==> src/rtl/ingress_packer.sv <==
// ingress_packer
// Per-port ingress stage of the shared-cache switch. Words arrive from the
// local port as {destination, data} over a valid/ready handshake. Each word
// is buffered, formatted into the fabric word {valid, rx_port, tx_port, data}
// and held on out_port until the fabric grants it. Words addressed to this
// port itself, or to a port that does not exist, are dropped and counted.
//
// Ports:
//   clk        clock; all state updates on the rising edge
//   rst        synchronous, active-high reset
//   in_valid   local side offers a word
//   in_ready   packer can accept a word this cycle
//   in_dest    destination port index (becomes rx_port)
//   in_data    payload
//   out_port   fabric word {valid, rx_port, tx_port, data}; all zeros when idle
//   out_grant  fabric consumes the current out_port word this cycle
//   level      words held (FIFO + output register)
//   drop_cnt   saturating count of dropped words
module ingress_packer #(
   parameter int PORT_ID        = 0,
   parameter int PORT_NUB_TOTAL = 8,
   parameter int DATA_WIDTH     = 32,
   parameter int FIFO_DEPTH     = 4,
   localparam int WIDTH_SEL     = $clog2(PORT_NUB_TOTAL),
   localparam int LEVEL_W       = $clog2(FIFO_DEPTH + 2)
) (
   input  logic                                clk,
   input  logic                                rst,
   input  logic                                in_valid,
   output logic                                in_ready,
   input  logic [WIDTH_SEL-1:0]                in_dest,
   input  logic [DATA_WIDTH-1:0]               in_data,
   output logic [1+2*WIDTH_SEL+DATA_WIDTH-1:0] out_port,
   input  logic                                out_grant,
   output logic [LEVEL_W-1:0]                  level,
   output logic [7:0]                          drop_cnt
);

   localparam int PTR_W   = $clog2(FIFO_DEPTH);
   localparam int CNT_W   = $clog2(FIFO_DEPTH + 1);
   localparam int ENTRY_W = WIDTH_SEL + DATA_WIDTH;

   localparam logic [WIDTH_SEL-1:0] PORT_SEL  = WIDTH_SEL'(PORT_ID);
   localparam logic [WIDTH_SEL:0]   NUB_LIMIT = (WIDTH_SEL + 1)'(PORT_NUB_TOTAL);
   localparam logic [CNT_W-1:0]     CNT_FULL  = CNT_W'(FIFO_DEPTH);

   logic [ENTRY_W-1:0]   r_fifo [FIFO_DEPTH];
   logic [PTR_W-1:0]     r_rdPtr;
   logic [PTR_W-1:0]     r_wrPtr;
   logic [CNT_W-1:0]     r_count;
   logic                 r_orValid;
   logic [WIDTH_SEL-1:0] r_orDest;
   logic [DATA_WIDTH-1:0] r_orData;
   logic [LEVEL_W-1:0]   r_level;
   logic [7:0]           r_dropCnt;

   logic                 w_accept;
   logic                 w_drop;
   logic                 w_push;
   logic                 w_pop;
   logic                 w_orFree;
   logic                 w_fifoToOr;
   logic                 w_bypass;
   logic                 w_fifoWr;
   logic                 w_nextOrValid;
   logic [CNT_W-1:0]     w_nextCount;
   logic [ENTRY_W-1:0]   w_fifoHead;

   // Ready is decided from the FIFO count alone so that neither out_grant nor
   // in_valid can ripple through to the handshake; it is held low during reset.
   assign in_ready = !rst && (r_count < CNT_FULL);

   // The idle word must be all zeros because the downstream destination
   // filters decode every bit of it, not just the valid flag.
   assign out_port = r_orValid ? {1'b1, r_orDest, PORT_SEL, r_orData} : '0;
   assign level    = r_level;
   assign drop_cnt = r_dropCnt;
   assign w_fifoHead = r_fifo[r_rdPtr];

   // Decide where an incoming word goes and whether the output register is
   // refilled. The output register is never left empty while the FIFO holds
   // data, so a fresh word only bypasses the FIFO when both are draining.
   always_comb begin
      w_accept      = in_valid && in_ready;
      w_drop        = w_accept && ((in_dest == PORT_SEL) || ({1'b0, in_dest} >= NUB_LIMIT));
      w_push        = w_accept && !w_drop;
      w_pop         = r_orValid && out_grant;
      w_orFree      = !r_orValid || w_pop;
      w_fifoToOr    = w_orFree && (r_count != '0);
      w_bypass      = w_orFree && (r_count == '0) && w_push;
      w_fifoWr      = w_push && !w_bypass;
      w_nextOrValid = w_fifoToOr || w_bypass || (r_orValid && !w_pop);
      w_nextCount   = r_count;
      if (w_fifoWr && !w_fifoToOr) begin
         w_nextCount = r_count + CNT_W'(1);
      end else if (w_fifoToOr && !w_fifoWr) begin
         w_nextCount = r_count - CNT_W'(1);
      end
   end

   // FIFO storage needs no reset: the count and pointers define what is valid.
   always_ff @(posedge clk) begin
      if (w_fifoWr) begin
         r_fifo[r_wrPtr] <= {in_dest, in_data};
      end
   end

   // Pointer, count, output register and status bookkeeping. Pointers wrap
   // naturally because the depth is a power of two; fullness comes from the count.
   always_ff @(posedge clk) begin
      if (rst) begin
         r_rdPtr   <= '0;
         r_wrPtr   <= '0;
         r_count   <= '0;
         r_orValid <= 1'b0;
         r_orDest  <= '0;
         r_orData  <= '0;
         r_level   <= '0;
         r_dropCnt <= '0;
      end else begin
         if (w_fifoWr) begin
            r_wrPtr <= r_wrPtr + PTR_W'(1);
         end
         if (w_fifoToOr) begin
            r_rdPtr <= r_rdPtr + PTR_W'(1);
         end
         r_count   <= w_nextCount;
         r_orValid <= w_nextOrValid;
         if (w_fifoToOr) begin
            r_orDest <= w_fifoHead[ENTRY_W-1:DATA_WIDTH];
            r_orData <= w_fifoHead[DATA_WIDTH-1:0];
         end else if (w_bypass) begin
            r_orDest <= in_dest;
            r_orData <= in_data;
         end
         r_level <= LEVEL_W'(w_nextCount) + LEVEL_W'(w_nextOrValid);
         if (w_drop && (r_dropCnt != 8'hFF)) begin
            r_dropCnt <= r_dropCnt + 8'd1;
         end
      end
   end

endmodule

==> config.mk <==
export PLATFORM = sky130hd
export DESIGN_NAME = ingress_packer
export DESIGN_NICKNAME = d
export VERILOG_FILES = /design/src/rtl/ingress_packer.sv
export SDC_FILE = /design/constraint.sdc
export NUM_CORES = 1
export LEC_CHECK = 0
export ABC_AREA = 0
export CELL_PAD_IN_SITES_DETAIL_PLACEMENT = 0
export CELL_PAD_IN_SITES_GLOBAL_PLACEMENT = 1
export CORE_ASPECT_RATIO = 0.5
export CORE_MARGIN = 2
export CORE_UTILIZATION = 47
export DETAILED_ROUTE_END_ITERATION = 8
export HOLD_SLACK_MARGIN = 0.03
export PLACE_DENSITY = 0.77
export SLEW_MARGIN = 20
export SYNTH_ARGS = -nofsm -noshare
export SYNTH_HDL_FRONTEND = slang
export SYNTH_SLANG_ARGS = --single-unit
==> constraint.sdc <==
create_clock -name clk -period 3.2 [get_ports clk]
set_input_delay 0.64 -clock clk [delete_from_list [all_inputs] [get_ports clk]]
set_output_delay 0.64 -clock clk [all_outputs]
set_load 0.005 [all_outputs]
==> qor.csv <==
stage,metric,value,unit
sta,FMAX,370.4,MHz
worst_hold_path,Min-Delay Path Class,register to register,
power,Psw,2.649,mW
sta,fin. max-slew vios,0,
place,GPL Wtd Cong,0.7140,
job,total of max-cap violations,0,
floorplan,row cnt,33,
clock_network,clock root buffer,clkbuf_16,
finish,sequential cell area,5328,sq um
clock_network,CTS-repair resized insts,0,
global_routing,all-layer global routing usage,19.83,%
drt,drt pass-1 iters,5,
drt,DR WL met2,8.075,mm
drt,DR WL met3,788,um
clock_network,H-tree depth,4,
finish,Nets,685,
critical_path,Worst Path Arrival,3020,ps
power,Sw Ratio,32.96,%
critical_path,worst r2r src,r_count[0],
clock_network,TritonCTS buffer count,17,
power,total power divided by cell area,819.3,nW/um^2
finish,multi-input logic area,2484,sq um
worst_hold_path,WHS Path Cells,2,
place,placed standard-cell area,9205,sq um
sta,Clock Skews,7.334,ps
power,Clock power frac,25.9,%
power,P_int,5.388,mW
synthesis,post-synthesis cell type count,46,
sta,worst-margin pin slew,977.8,ps
synthesis,Mapped Cells,551,
clock_network,post-CTS setup buffers,0,
synthesis,largest cells by area after synthesis,"edfxtp_1 53%, dfxtp_1 14%, mux4_2 9.9%",
floorplan,core area,16520,sq um
finish,number of fill cells,1298,
synthesis,Synth top area share,52.57,%
drt,via/cell ratio,5.612,
critical_path,flop-to-flop setup slack,500,ps
drt,via count,4916,
floorplan,die width,188.5,um
power,Pleak,3.260,nW
synthesis,Yosys reg bits,196,
drt,Starting DRT DRC Count,318,
synthesis,number of flops mapped to enable cells by yosys,140,
clock_network,Clock Sinks,196,
synthesis,asr flop ratio synth,0,%
finish,P&R area growth vs syn,22.65,%
sta,endpoints failing hold,0,
drt,DR WL/cell,19.65,um
floorplan,Die Y,96.24,um
clock_network,Worst-Skew Late Latency,430,ps
drt,top routing layer in use,met4,
finish,"Design Area, Final",9809,sq um
sta,RSZ-0062 raised after global routing,no,
sta,setup violators final,0,
power,Comb power frac,33.2,%
worst_hold_path,Hold Path End,drop_cnt[6],
sta,relative slew slack,34.81,%
sta,Worst Slack Setup Final,499.9,ps
sta,smallest hold slack,501.2,ps
critical_path,Setup crit start kind,register,
global_routing,initial antenna violation count,0,
floorplan,IO Pins,90,
place,IO Port Bufs,86,
critical_path,critical path class,register to register,
drt,WL final,17.22,mm
place,dpl ws,104.3,ps
finish,"commonest cells after routing, fill and taps aside","140 x edfxtp_1, 85 x clkdlybuf4s50_1, 78 x nand2_1",
clock_network,Clock Path Buffers,2,
sta,setup TNS,0,ps
synthesis,cell area after synthesis,7998,sq um
worst_hold_path,HP Start,drop_cnt[6],
drt,drt drc,0,
finish,Final Core Density,59.39,%
synthesis,sequential element share of the synthesized area,66.58,%
sta,minimum clock period,2700,ps
synthesis,post-synth top area cell,edfxtp_1,
global_routing,total grt overflow,0,
critical_path,worst r2r path cells,10,
place,hpwl dp,10.34,mm
drt,met1 wire length,8.227,mm
critical_path,CP max FO,5,
global_routing,vias in the first global route,4758,
finish,layout cell share with drive strength beyond 1,15.87,%
synthesis,yosys synthesis warning count,0,
finish,Antenna Cells,0,
clock_network,CTS tree,done,
power,Peak VDD IR,406.9,uV
critical_path,FF-to-FF End,level[2],
floorplan,Initial Util,48.42,%
power,Reg power frac,40.8,%
sta,fin crit share,84.38,%
clock_network,hold_buf cts,0,
floorplan,DIE AREA,18140,sq um
global_routing,first-pass GRT wire length,26.83,mm
outcome,status,completed,
critical_path,critical path required time,3520,ps
finish,"most common cell after layout, fill and taps aside",edfxtp_1,
clock_network,clock-pin slew on the worst setup and hold paths,70,ps
global_routing,maximum number of pins on one net before global-route repair,38,
critical_path,critical path capture point type,register,
synthesis,"Top FF cell, synth",edfxtp_1,
synthesis,syn_area_per_cell,14.51,sq um
drt,antenna-violating nets left,0,
-- sequential cells by signal (all words and copies together) (netlist names), named ones only --
signal	cells
r_orValid	1
r_rdPtr	2
r_orDest	3
r_fifo	140
level	3
r_wrPtr	2
drop_cnt	8
r_orData	32
r_count	3
-- layout make-up --
| class | count | share of cell area, % |
|---|---|---|
| Tap cell | 227 | 2.895 |
| Sequential cell | 196 | 54.31 |
| Timing Repair Buffer | 105 | 11.40 |
| Multi-Input combinational cell | 311 | 25.32 |
| Clock buffer | 19 | 4.413 |
| Clock inverter | 13 | 1.467 |
| Inverter | 5 | 0.1913 |
-- synth_stat cells (2+ instances only) --
| library cell | instances |
|---|---|
| nor2_1 | 14 |
| a21oi_1 | 44 |
| mux2_2 | 3 |
| buf_4 | 7 |
| mux2i_1 | 3 |
| nand2_1 | 78 |
| buf_2 | 10 |
| mux4_2 | 35 |
| o31ai_1 | 2 |
| clkbuf_1 | 22 |
| or3_1 | 2 |
| inv_1 | 5 |
| a311oi_1 | 35 |
| xnor2_1 | 2 |
| edfxtp_1 | 140 |
| nor2b_1 | 6 |
| a211oi_1 | 3 |
| nand3_1 | 5 |
| nor3_2 | 2 |
| nand2b_1 | 3 |
| ha_1 | 10 |
| nor3_1 | 3 |
| dfxtp_1 | 56 |
| and2_1 | 39 |
-- cells by family after synthesis --
kind of cell / share of synthesized area [%]
flops: 66.58
simple gates: 10.20
compound gates: 7.869
mux: 10.65
xor+xnor: 0.3286
fa+ha+maj: 1.564
other cells: 0.04689
buf+inv: 2.753
-- critical path: stages, from the launching register on --
cell and delay, ps:
dfxtp_1 330, inv_1 110, ha_1 200, nor2b_1 650, a211oi_1 130, nor3_1 310
nor2_1 80, ha_1 200, ha_1 180, nor2b_1 120, mux2_2 270
-- worst max path at each step --
stage | from | end | slack (ps) | depth (start not counted)
2_1_floorplan | rst | r_fifo[1][0] | 420 | 4
3_3_place_gp | in_dest[1] | r_orData[17] | 180 | 5
3_5_place_dp | in_dest[1] | r_orData[29] | 100 | 5
4_1_cts | r_count[0] | level[2] | 500 | 10
5_1_grt | r_count[0] | level[2] | 290 | 10
6_report | r_count[0] | level[2] | 500 | 10
-- metrics by stage --
step / instances / power (mW)
CTS: 875 / 8.047
floorplan: 553 / 4.986
global placement: 843 / 5.921
finish: 876 / 8.037
detailed placement: 843 / 5.954
global route: 876 / 8.484
-- routing by layer --
metal / global-route usage [%] / vias to the layer above
met5: 0 / -
met3: 4.083 / 11
met4: 4.753 / 0
li1: - / 2258
met2: 32.23 / 129
met1: 27.80 / 2518
-- power groups by stage --
stage	sequential, mW	clock (mW)	combinational [mW]
floorplan	3.19	0	1.79
global placement	3.34	0	2.58
detailed placement	3.34	0	2.62
CTS	3.29	2.12	2.64
global route	3.33	2.21	2.95
finish	3.28	2.08	2.67
Power figures use the tool's default switching activity.
